**config.mk**
```make
export PLATFORM = sky130hd
export DESIGN_NAME = hit_judge
export DESIGN_NICKNAME = d
export VERILOG_FILES = /design/src/rtl/hit_judge_pkg.sv /design/src/rtl/hit_judge_lane_judge.sv /design/src/rtl/hit_judge.sv
export SDC_FILE = /design/constraint.sdc
export NUM_CORES = 1
export LEC_CHECK = 0
export CAP_MARGIN = 20
export CORE_MARGIN = 5
export CORE_UTILIZATION = 35
export CTS_BUF_LIST = sky130_fd_sc_hd__clkbuf_4
export DETAILED_ROUTE_END_ITERATION = 12
export PLACE_DENSITY = 0.65
export SYNTH_ARGS = -nofsm -noshare
export SYNTH_HDL_FRONTEND = slang
export SYNTH_SLANG_ARGS = --single-unit
```
**constraint.sdc**
```tcl
create_clock -name clk -period 11.43 [get_ports clk]
set_input_delay 1.143 -clock clk [delete_from_list [all_inputs] [get_ports clk]]
set_output_delay 1.143 -clock clk [all_outputs]
set_load 0.01 [all_outputs]
```
**src/rtl/hit_judge_pkg.sv**
```systemverilog
// Shared grade encoding, score weights and the offset-to-grade rule for the hit judge.
package hit_judge_pkg;

  typedef enum logic [1:0] {
    NONE    = 2'd0,
    PERFECT = 2'd1,
    GOOD    = 2'd2,
    MISS    = 2'd3
  } grade_e;

  localparam int unsigned PTS_PERFECT = 3;
  localparam int unsigned PTS_GOOD    = 1;

  // Offsets beyond the good window grade as NONE: the press is simply ignored.
  function automatic grade_e grade_of(input int unsigned offset,
                                      input int unsigned perfect_win,
                                      input int unsigned good_win);
    grade_e g;
    g = NONE;
    if (offset <= perfect_win) begin
      g = PERFECT;
    end else if (offset <= good_win) begin
      g = GOOD;
    end
    return g;
  endfunction

endpackage

```
**src/rtl/hit_judge_lane_judge.sv**
```systemverilog
// One lane: key edge detect, note travel shift register, late flag and grade selection.
// The grade is combinational from pre-update state; the top registers it.
module lane_judge
  import hit_judge_pkg::*;
#(
  parameter int unsigned TRAVEL_STEPS = 11,
  parameter int unsigned STEP_FRAMES  = 5,
  parameter int unsigned PERFECT_WIN  = 1,
  parameter int unsigned GOOD_WIN     = 2,
  parameter int unsigned PHASE_W      = 3
) (
  input  logic               clk,
  input  logic               reset,
  input  logic               step_i,
  input  logic               miss_tick_i,
  input  logic [PHASE_W-1:0] phase_i,
  input  logic               note_i,
  input  logic               key_i,
  output grade_e             grade_o
);

  logic [TRAVEL_STEPS-1:0] pending_q, pending_d, pending_kept;
  logic                    late_q, late_d;
  logic                    key_q;
  logic                    press;
  logic                    take_late, take_early;
  grade_e                  late_grade, early_grade;

  always_comb begin
    press       = key_i & ~key_q;
    late_grade  = NONE;
    early_grade = NONE;
    if (late_q) begin
      late_grade = grade_of(32'(phase_i), PERFECT_WIN, GOOD_WIN);
    end
    if (pending_q[TRAVEL_STEPS-1]) begin
      early_grade = grade_of(STEP_FRAMES - 32'(phase_i), PERFECT_WIN, GOOD_WIN);
    end

    // A press on a judgeable note beats a miss tick in the same cycle.
    grade_o    = NONE;
    take_late  = 1'b0;
    take_early = 1'b0;
    if (press && late_grade != NONE) begin
      grade_o   = late_grade;
      take_late = 1'b1;
    end else if (press && early_grade != NONE) begin
      grade_o    = early_grade;
      take_early = 1'b1;
    end else if (miss_tick_i && late_q) begin
      grade_o   = MISS;
      take_late = 1'b1;
    end

    pending_kept = pending_q;
    if (take_early) begin
      pending_kept[TRAVEL_STEPS-1] = 1'b0;
    end
    pending_d = pending_kept;
    late_d    = late_q & ~take_late;
    if (step_i) begin
      pending_d = {pending_kept[TRAVEL_STEPS-2:0], note_i};
      late_d    = late_d | pending_kept[TRAVEL_STEPS-1];
    end
  end

  always_ff @(posedge clk) begin
    if (reset) begin
      pending_q <= '0;
      late_q    <= 1'b0;
      key_q     <= 1'b0;
    end else begin
      pending_q <= pending_d;
      late_q    <= late_d;
      key_q     <= key_i;
    end
  end

endmodule

```
**src/rtl/hit_judge.sv**
```systemverilog
// Rhythm-game hit judge: frame phase and scroll step, per-lane judging, score and combo.
// step is combinational with frame_tick; result pulses and tallies are registered one clk later.
module hit_judge
  import hit_judge_pkg::*;
#(
  parameter int unsigned LANES        = 4,
  parameter int unsigned TRAVEL_STEPS = 11,
  parameter int unsigned STEP_FRAMES  = 5,
  parameter int unsigned PERFECT_WIN  = 1,
  parameter int unsigned GOOD_WIN     = 2,
  parameter int unsigned SCORE_W      = 16,
  parameter int unsigned COMBO_W      = 8
) (
  input  logic               clk,
  input  logic               reset,
  input  logic               frame_tick,
  input  logic [LANES-1:0]   note,
  input  logic [LANES-1:0]   key,
  output logic               step,
  output logic [LANES-1:0]   hit_perfect,
  output logic [LANES-1:0]   hit_good,
  output logic [LANES-1:0]   miss,
  output logic [SCORE_W-1:0] score,
  output logic [COMBO_W-1:0] combo,
  output logic [COMBO_W-1:0] max_combo
);

  localparam int unsigned PHASE_W = (STEP_FRAMES > 1) ? $clog2(STEP_FRAMES) : 1;
  localparam int unsigned CNT_W   = $clog2(LANES + 1);
  localparam int unsigned SSUM_W  = SCORE_W + 1;
  localparam int unsigned CSUM_W  = COMBO_W + 1;
  localparam logic [PHASE_W-1:0] PHASE_LAST = PHASE_W'(STEP_FRAMES - 1);
  localparam logic [PHASE_W-1:0] PHASE_MISS = PHASE_W'(GOOD_WIN);

  logic [PHASE_W-1:0] phase_q, phase_d;
  logic               miss_tick;
  grade_e             lane_grade [LANES];

  logic [LANES-1:0]   perfect_d, good_d, miss_d;
  logic [LANES-1:0]   perfect_q, good_q, miss_q;
  logic [CNT_W-1:0]   n_perfect, n_good;
  logic [SSUM_W-1:0]  score_sum;
  logic [CSUM_W-1:0]  combo_sum;
  logic [SCORE_W-1:0] score_q, score_d;
  logic [COMBO_W-1:0] combo_q, combo_d, max_q, max_d;

  assign step      = ~reset & frame_tick & (phase_q == PHASE_LAST);
  assign miss_tick = frame_tick & (phase_q == PHASE_MISS);

  always_comb begin
    phase_d = phase_q;
    if (frame_tick) begin
      phase_d = (phase_q == PHASE_LAST) ? '0 : phase_q + 1'b1;
    end
  end

  for (genvar g = 0; g < LANES; g++) begin : g_lane
    lane_judge #(
      .TRAVEL_STEPS (TRAVEL_STEPS),
      .STEP_FRAMES  (STEP_FRAMES),
      .PERFECT_WIN  (PERFECT_WIN),
      .GOOD_WIN     (GOOD_WIN),
      .PHASE_W      (PHASE_W)
    ) u_lane (
      .clk         (clk),
      .reset       (reset),
      .step_i      (step),
      .miss_tick_i (miss_tick),
      .phase_i     (phase_q),
      .note_i      (note[g]),
      .key_i       (key[g]),
      .grade_o     (lane_grade[g])
    );
  end

  always_comb begin
    perfect_d = '0;
    good_d    = '0;
    miss_d    = '0;
    n_perfect = '0;
    n_good    = '0;
    for (int i = 0; i < LANES; i++) begin
      perfect_d[i] = (lane_grade[i] == PERFECT);
      good_d[i]    = (lane_grade[i] == GOOD);
      miss_d[i]    = (lane_grade[i] == MISS);
      n_perfect    = n_perfect + CNT_W'(perfect_d[i]);
      n_good       = n_good + CNT_W'(good_d[i]);
    end

    score_sum = {1'b0, score_q} + SSUM_W'(PTS_PERFECT) * SSUM_W'(n_perfect)
              + SSUM_W'(PTS_GOOD) * SSUM_W'(n_good);
    score_d   = score_sum[SCORE_W] ? '1 : score_sum[SCORE_W-1:0];

    // Any miss breaks the chain and discards hits landing in the same cycle.
    combo_sum = {1'b0, combo_q} + CSUM_W'(n_perfect) + CSUM_W'(n_good);
    if (|miss_d) begin
      combo_d = '0;
    end else begin
      combo_d = combo_sum[COMBO_W] ? '1 : combo_sum[COMBO_W-1:0];
    end
    max_d = (combo_d > max_q) ? combo_d : max_q;
  end

  always_ff @(posedge clk) begin
    if (reset) begin
      phase_q   <= '0;
      perfect_q <= '0;
      good_q    <= '0;
      miss_q    <= '0;
      score_q   <= '0;
      combo_q   <= '0;
      max_q     <= '0;
    end else begin
      phase_q   <= phase_d;
      perfect_q <= perfect_d;
      good_q    <= good_d;
      miss_q    <= miss_d;
      score_q   <= score_d;
      combo_q   <= combo_d;
      max_q     <= max_d;
    end
  end

  assign hit_perfect = perfect_q;
  assign hit_good    = good_q;
  assign miss        = miss_q;
  assign score       = score_q;
  assign combo       = combo_q;
  assign max_combo   = max_q;

endmodule

```
Yosys cells after proc, flatten, opt, wreduce, memory -nomap -nowiden
Cells that the tools add are included.
{"block": "totals", "regBits": 99, "latchBits": 0, "ram_bits": 0, "romBits": 0, "in_bits": 11, "output_inout_bits": 45, "wordCells": 160, "n_memories": 0}
{"block": "classes", "add_sub_neg": 12, "n_mul": 1, "div_mod_pow": 0, "magnitude_cmp": 5, "n_eq_ne": 14, "shift": 0, "n_mux": 60, "n_bitwise": 24, "reduce_logical": 21}
{"op": "two-way mux 2 bit", "n": 24}
{"op": "two-way mux 11 bit", "n": 4}
{"op": "<= comparator 32 x 1 -> 1 bit, second input constant", "n": 1}
{"op": "<= comparator 32 x 2 -> 1 bit, second input constant", "n": 1}
{"op": "two-way mux 1 bit", "n": 28}
{"op": "adder 16 x 5 -> 17 bit", "n": 1}
{"op": "adder 17 x 3 -> 17 bit", "n": 1}
{"op": "equality test 2 bit, second input constant", "n": 8}
{"op": "two-way mux 16 bit", "n": 1}
{"op": "two-way mux 8 bit", "n": 2}
{"op": "nonzero test 2 bit", "n": 8}
{"op": "logical AND 1 bit", "n": 12}
{"op": "AND 1 bit", "n": 11}
{"op": "adder 8 x 3 -> 9 bit", "n": 1}
{"op": "adder 9 x 3 -> 9 bit", "n": 1}
{"op": "inverter 1 bit", "n": 9}
{"op": "equality test 2 x 1 -> 1 bit, second input constant", "n": 4}
{"op": "greater-than comparator 8 bit", "n": 1}
{"op": "adder 2 x 1 -> 3 bit", "n": 2}
{"op": "adder 3 x 1 -> 3 bit", "n": 2}
{"op": "multiplier 2 x 3 -> 5 bit, first input constant", "n": 1}
{"op": "adder 1 x 1 -> 2 bit", "n": 2}
{"op": "bitwise OR 1 bit", "n": 4}
{"op": "OR reduction 4 bit", "n": 1}
{"op": "other kinds (7)", "n": 7}

Longest topological paths before layout
Gate-level depths: netlist (run 1).
{"block": "depth", "ltp_word": 18, "mapped_depth": 24}

Hierarchy
A second synthesis (run 1) with hierarchy kept.
{"block": "hier_totals", "hier_cells": 605, "area_unflattened_um2": 5730.5}
{"mod": "lane_judge", "instances": 4, "cells_each": 76, "area_per_inst_um2": 737.0}
{"mod": "hit_judge", "instances": 1, "cells_each": 301, "area_per_inst_um2": 2782.7}

Worst setup path after synthesis (run 1)
No wires, ideal clock.
{"block": "synth_path", "kind": "input port to flip-flop", "from": "input frame_tick", "to": "register max_q[5] (netlist: max_combo[5])", "setup_time_ns": 0.096, "t_arrival_ns": 5.800, "slack_ns": 5.534, "path_stages": 22, "path_cell_list": "clkbuf_1 > and4bb_2 > o211ai_1 > o21ai_1 > nor2_1 > fa_1 > ha_1 > ha_1 > inv_1 > fa_1 > inv_1 > ha_1 > a211oi_1 > nor2_1 > and3_1 > mux2i_1 > nor2_1 > ha_1 > nand4_1 > o21a_1 > or4_1 > o41ai_2"}
{"block": "synth_via", "word_cells_on_any_way": 41, "classes_between": "add/sub (8); order compare (1); eq/ne (12); mux (14); bitwise (1); reduce/logical (5)"}
{"item": "from (decl)", "line": "hit_judge.sv:16", "source": "input logic frame_tick,"}
{"item": "AND 1 bit", "line": "hit_judge.sv:48", "source": "assign miss_tick = frame_tick & (phase_q == PHASE_MISS);"}
{"item": "logical AND 1 bit", "line": "hit_judge_lane_judge.sv:50", "source": "end else if (miss_tick_i && late_q) begin"}
{"item": "two-way mux 2 bit", "line": "hit_judge_lane_judge.sv:50"}
{"item": "two-way mux 2 bit", "line": "hit_judge_lane_judge.sv:47", "source": "end else if (press && early_grade != NONE) begin"}
{"item": "two-way mux 2 bit", "line": "hit_judge_lane_judge.sv:44", "source": "if (press && late_grade != NONE) begin"}
{"item": "equality test 2 bit", "line": "hit_judge.sv:84", "source": "good_d[i] = (lane_grade[i] == GOOD);"}
{"item": "net good_d[1]", "line": "hit_judge.sv:39", "source": "logic [LANES-1:0] perfect_d, good_d, miss_d;"}
{"item": "adder 1 x 1 -> 2 bit", "line": "hit_judge.sv:87", "source": "n_good = n_good + CNT_W'(good_d[i]);"}
{"item": "adder 2 x 1 -> 3 bit", "line": "hit_judge.sv:87"}
{"item": "adder 3 x 1 -> 3 bit", "line": "hit_judge.sv:87"}
{"item": "adder 9 x 3 -> 9 bit", "line": "hit_judge.sv:95", "source": "combo_sum = {1'b0, combo_q} + CSUM_W'(n_perfect) + CSUM_W'(n_good);"}
{"item": "two-way mux 8 bit", "line": "hit_judge.sv:99", "source": "combo_d = combo_sum[COMBO_W] ? '1 : combo_sum[COMBO_W-1:0];"}
{"item": "two-way mux 8 bit", "line": "hit_judge.sv:96", "source": "if (|miss_d) begin"}
{"item": "net combo_d[6]", "line": "hit_judge.sv:45", "source": "logic [COMBO_W-1:0] combo_q, combo_d, max_q, max_d;"}
{"item": "greater-than comparator 8 bit", "line": "hit_judge.sv:101", "source": "max_d = (combo_d > max_q) ? combo_d : max_q;"}
{"item": "to (signal assigned)", "line": "hit_judge.sv:120", "source": "max_q <= max_d;"}
{"item": "to (decl)", "line": "hit_judge.sv:45"}
The timed path passes the listed nets, and every way through them passes these cells.
A chain may end at the register's enable or synchronous reset.

Final worst setup path (run 1)
{"block": "layout_path", "from": "input frame_tick", "to": "register max_q[4] (netlist: max_combo[4])"}
Same word-level chain as after synthesis.

==> qor.yml, run 1 <==
status: "finished, final reports clean"
clk_path_buf_depth: 2
synth_async_sr_flop_share: 0
post-cts-setup-buffers: 0
max_cap_violations: 0
grt_overflow: 0
rsz0062_at_grt: "false"
report.final.slew_viol_count: 0
power.total_mw: 0.558
cts-resized-gates: 0
fp-row-count: 43
core_um2: 13900
dp_hpwl_um: 7610
hold_path.class: "reg2reg"
cts_hold_buf: 0
wire_per_inst_um: 13.1
hold_viol: 0
arrival_ns: 6.77
h-tree-depth: 3
power_density_nw_per_um2: 96.8
wl_um: 10400
synth_nets: 614
drt_pre_antenna_iters: 6
dp_cells: 773
finalSetupViolations: 0
endpoint_kind: "flip-flop"
max_stage_delay_ns: 0.67
nFillCells: 1369
post-route-min-period_ns: 6.44
vias: 3947
startpoint_type: "input port"
first_iter_violations: 253
finalCritPeriodShare: 0.563
grt_first_pass_wirelength_um: 17300
fmax_ghz: 0.155
grt_max_degree: 82
met2_usage: 0.213
final.setup.tns_ns: 0
crit_fanout: 11
netlist_area_um2: 4970
crit_type: "in2reg"
antenna_found_initial: 0
ant_nets: 0
worstMarginPinSlew_ns: 0.660
p_leak_nw: 2.12
port-buffer-count: 55
globalRouteMet3Util: 0.0247
ys_types: 51
via_per_inst: 5.00
drive_above_1_share: 0.0558
die-height_um: 129
fp.dieW_um: 129
slew_headroom: 0.560
synthToLayoutAreaGrowth_pct: 16.0
ir_drop_mv: 0.0511
final_nets: 654
ys_warn_count: 0
busiest_layer: "met2"
place.gp.congestion: 0.911
dieArea_um2: 16700
synth-edff-count: 0
crit_chain: "clkdlybuf4s50_1 > and4bb_2 > o211ai_1 > o21ai_1 > nor2_1 > fa_1 > ha_1 > ha_1 > inv_1 > fa_1 > inv_1 > ha_1 > a211oi_1 > nor2_1 > and3_1 > mux2i_1 > nor2_1 > ha_1 > nand4_1 > o21a_1 > nor2_1 > o41ai_1"
cts_num_sinks: 99
antenna_cells: 0
clk_latency_ns: 0.46
drc: 0
final_common_cell: "dfxtp_1"
synth_ff_type: "dfxtp_1"
cts_buffers: 9
cts_tree: "built"
use_met1: 0.158
synth_area_per_cell_um2: 8.81
seq_area_frac_synth: 0.399
required_ns: 11.77
crit_slowest_cell: "clkdlybuf4s50_1"
instances_no_fill: 789
synthCells: 564
skew_ns: 0.00735
synth_seq_cells: 99
cts-root-buf: "clkbuf_4"
clk_pin_slew_worst_paths_ns: 0.15
start_util: 0.358
ios: 56
grt_pass1_vias: 3714
grt_usage: 0.127
layout_common_cells: "dfxtp_1, nand2_1, nand2b_1, clkdlybuf4s50_1, o21ai_0"
-- report_power, final --
group / switching, mW / internal [mW]
sequential: 0.00229 / 0.347
combinational: 0.0121 / 0.00864
clock: 0.118 / 0.0697
-- cells in the mapped netlist (6+ instances only) --
| library cell | count | share of area |
|---|---|---|
| dfxtp_1 | 99 | 0.40 |
| nand2_1 | 55 | 0.042 |
| nand2b_1 | 54 | 0.068 |
| o21ai_0 | 47 | 0.047 |
| nor2_1 | 40 | 0.030 |
| a21oi_1 | 34 | 0.034 |
| inv_1 | 31 | 0.023 |
| ha_1 | 29 | 0.073 |
| clkbuf_1 | 21 | 0.016 |
| nor2b_1 | 17 | 0.021 |
| o211ai_1 | 13 | 0.020 |
| fa_1 | 10 | 0.040 |
| o21ai_1 | 10 | 0.010 |
| nand4_1 | 7 | 0.0088 |
| xor2_1 | 7 | 0.012 |
| mux2i_1 | 6 | 0.012 |
| or4_1 | 6 | 0.0091 |
-- metrics by stage --
step / hold slack, ns / worst slack, ns / util / instance area, um^2
after global routing: 0.478 / 4.59 / 0.415 / 5760
after floorplan: 0.426 / 5.53 / - / 4970
after CTS: 0.454 / 5.04 / 0.415 / 5760
final: 0.456 / 4.99 / 0.415 / 5760
after global placement: 0.433 / 4.68 / 0.405 / 5620
after detailed placement: 0.438 / 4.51 / 0.405 / 5620
-- logic make-up (layout without fill, tap and decap cells) --
group           count (synthesis)  in the layout  synth area share
mux                             7              7            0.0144
buf+inv                        60            105            0.0509
compound gates                144            144             0.192
fa+ha+maj                      39             39             0.113
simple gates                  206            206             0.215
flops                          99             99             0.399
xor+xnor                        9              9            0.0159
-- final timing paths --
check                                        to                           from  depth (start not counted)  slack (ns)
setup / recovery                   max_combo[4]                     frame_tick                         22        4.99
hold / removal    g_lane[2].u_lane.pending_q[4]  g_lane[2].u_lane.pending_q[3]                          2        0.46
setup reg to reg                   max_combo[4]                     phase_q[1]                         22        5.40
hold reg to reg   g_lane[2].u_lane.pending_q[4]  g_lane[2].u_lane.pending_q[3]                          2        0.46
-- registers in the layout (all words and copies together) (netlist names) --
signal / flops
g_lane.u_lane.pending_q: 44
g_lane.u_lane.late_q: 4
phase_q: 3
miss: 4
score: 16
g_lane.u_lane.key_q: 4
hit_perfect: 4
max_combo: 8
combo: 8
hit_good: 4
-- worst max-delay path, delay by kind of cell --
| kind | cells | cell delay, ns |
|---|---|---|
| compound gates | 5 | 1.08 |
| fa+ha+maj | 6 | 2.02 |
| buf+inv | 3 | 0.80 |
| mux | 1 | 0.27 |
| simple gates | 7 | 1.46 |
-- cell type report --
type / count / area (um^2) / share of cell area
clock buffer: 10 / 75.1 / 0.0130
clock inverter: 6 / 65.1 / 0.0113
inverter: 32 / 120 / 0.0208
multi-input combinational: 405 / 2740 / 0.475
sequential: 99 / 1980 / 0.344
tap: 180 / 225 / 0.0391
timing repair buffer: 57 / 561 / 0.0973
-- metal layers --
metal | wire (um) | share of wire
met5 | 0 | 0
met4 | 237 | 0.023
met3 | 448 | 0.043
met2 | 4930 | 0.48
met1 | 4740 | 0.46
Power figures use the tool's default switching activity.
==> inputs of run 2 (changes only) <==
==> constraint.sdc (replaced) <==
create_clock -name clk -period 6.05 [get_ports clk]
set_input_delay 0.605 -clock clk [delete_from_list [all_inputs] [get_ports clk]]
set_output_delay 0.605 -clock clk [all_outputs]
set_load 0.01 [all_outputs]
==> qor.yml, run 2 (same netlist as run 1, synthesis figures left out) <==
drt_pre_antenna_iters: 4  # -2
ant_nets: 0  # unchanged
reg2reg_to: "max_combo[1]"
power_density_nw_per_um2: 174  # +80%
max_cap_violations: 0  # unchanged
min_delay_path_depth: 2  # unchanged
antenna_found_initial: 0  # unchanged
fp-row-count: 43  # unchanged
arrival_ns: 5.98  # -0.79 ns
largest_register_ffs: 44  # unchanged
cts_hold_buf: 0  # unchanged
dp_hpwl_um: 7840  # +3.1%
grt_pass1_vias: 3871  # +4.2%
antenna_cells: 0  # unchanged
clk_path_buf_depth: 2  # unchanged
status: "finished, final reports clean"
holdPathEnd: "g_lane[2].u_lane.pending_q[6]"
ios: 56  # unchanged
drive_above_1_share: 0.0924  # +0.0365
cts_tree: "built"
dieArea_um2: 16700  # unchanged
grt_overflow: 0  # unchanged
via_per_inst: 4.93  # -1.5%
r2r-start: "phase_q[1]"
wl_um: 10600  # +2.3%
clk_pin_slew_worst_paths_ns: 0.16  # about the same
report.final.slew_viol_count: 0  # unchanged
fmax_ghz: 0.177
slew_headroom: 0.555  # -0.00481
required_ns: 6.40  # -5.37 ns
final_nets: 673  # +2.9%
hold_path.class: "reg2reg"
endpoint_kind: "flip-flop"
final_cell_area_um2: 5900  # +2.4%
setup_slack_ns: 0.415  # -4.58 ns
post-route-min-period_ns: 5.63
final_common_cell: "dfxtp_1"
hold_start: "g_lane[2].u_lane.pending_q[5]"
die-height_um: 129  # unchanged
regMostFlops: "g_lane.u_lane.pending_q"
rsz0062_at_grt: "false"
layout_common_cells: "dfxtp_1, nand2_1, nand2b_1, clkdlybuf4s50_1, o21ai_0"
first_iter_violations: 233  # -7.9%
grt_max_degree: 84  # +2.4%
reg2reg_depth: 21  # -4.5%
wire_per_inst_um: 13.1  # -0.12%
cts_buffers: 9  # unchanged
startpoint_type: "input port"
final.setup.tns_ns: 0  # unchanged
finalSetupViolations: 0  # unchanged
start_util: 0.358  # unchanged
drc: 0  # unchanged
instances_no_fill: 808  # +2.4%
hold_ws_ns: 0.455  # -0.000887 ns
grt_usage: 0.130  # +0.00274
reg2reg_slack_ns: 0.52  # -4.88 ns
ir_drop_mv: 0.151  # +200%
p_leak_nw: 2.21  # +4.5%
dp_cells: 792  # +2.5%
skew_ns: 0.0161  # +0.00873 ns
h-tree-depth: 3  # unchanged
nFillCells: 1361  # -0.58%
finalCritPeriodShare: 0.931
clk_latency_ns: 0.46  # about the same
cts-root-buf: "clkbuf_4"
placed_area_um2: 5770  # +2.5%
port-buffer-count: 55  # unchanged
place.gp.congestion: 0.871  # -4.4%
power.total_mw: 1.03  # +84%
crit_fanout: 7  # -4
grt_first_pass_wirelength_um: 17800  # +2.8%
final_core_util: 0.425  # +0.0101
fp.dieW_um: 129  # unchanged
crit_type: "in2reg"
synthToLayoutAreaGrowth_pct: 18.8
cts_num_sinks: 99  # unchanged
core_um2: 13900  # unchanged
hold_viol: 0  # unchanged
vias: 3983  # +0.91%
post-place-ws_ns: -0.104  # -4.61 ns
worstMarginPinSlew_ns: 0.667  # +0.00721 ns
==> run 2: cell types whose count changed in the layout (fill, tap and decap cells not counted), sizes merged <==
cell,previous run,this run
bufinv,1,0
buf,3,22
clkbuf,10,9
clkinvlp,1,0
inv,33,36
==> run 2: worst max-delay path by stage <==
stage	startpoint	to	slack (ns)	cells after the start
2_1_floorplan	frame_tick	max_combo[5]	0.69	22
3_3_place_gp	key[3]	max_combo[3]	0.09	22
3_5_place_dp	key[3]	max_combo[1]	-0.10	22
4_1_cts	phase_q[1]	max_combo[1]	0.32	22
5_1_grt	key[3]	max_combo[1]	0.09	25
6_report	key[3]	max_combo[1]	0.42	22
==> run 2: final cells by class <==
type / instances / area (um^2) / share of cell area
inverters: 32 / 120 / 0.0203
flip-flops and latches: 99 / 1990 / 0.336
clock inverters: 7 / 56.3 / 0.00954
multi-input cells: 405 / 2750 / 0.465
clock buffers: 9 / 67.6 / 0.0114
well taps: 180 / 225 / 0.0382
repair buffers: 76 / 703 / 0.119
==> run 2: timing repair <==
| action | CTS | global route |
|---|---|---|
| setup buffers | 0 | 0 |
| hold endpoints to repair | 0 | 0 |
| resized for setup | 0 | 5 |
| endpoints found under the setup margin | 0 | 7 |
==> run 2: where the power goes <==
group          internal (mW)  switching [mW]
Clock                 0.0914           0.233
Sequential             0.655         0.00453
Combinational         0.0183          0.0235
==> run 2: routing by layer <==
metal	global-route usage	vias to the layer above	share of wire
met4	0.0327	0	0.0080
met3	0.0375	5	0.045
li1	-	2061	-
met1	0.162	1847	0.46
met5	0	-	0
met2	0.222	70	0.48
==> run 2: critical path, stage by stage <==
cell and delay (ns):
clkdlybuf4s50_1 0.49, nor2b_1 0.28, a31oi_1 0.13, o31a_1 0.26, nor2_1 0.19, fa_1 0.45
ha_1 0.20, ha_1 0.30, fa_1 0.49, ha_1 0.17, inv_1 0.06, fa_1 0.40
nor2b_1 0.18, o2111ai_1 0.15, mux2i_1 0.21, nor2_1 0.07, ha_1 0.33, nand4_1 0.14
nor2b_1 0.16, o21a_1 0.24, nor2_2 0.12, o41ai_1 0.32
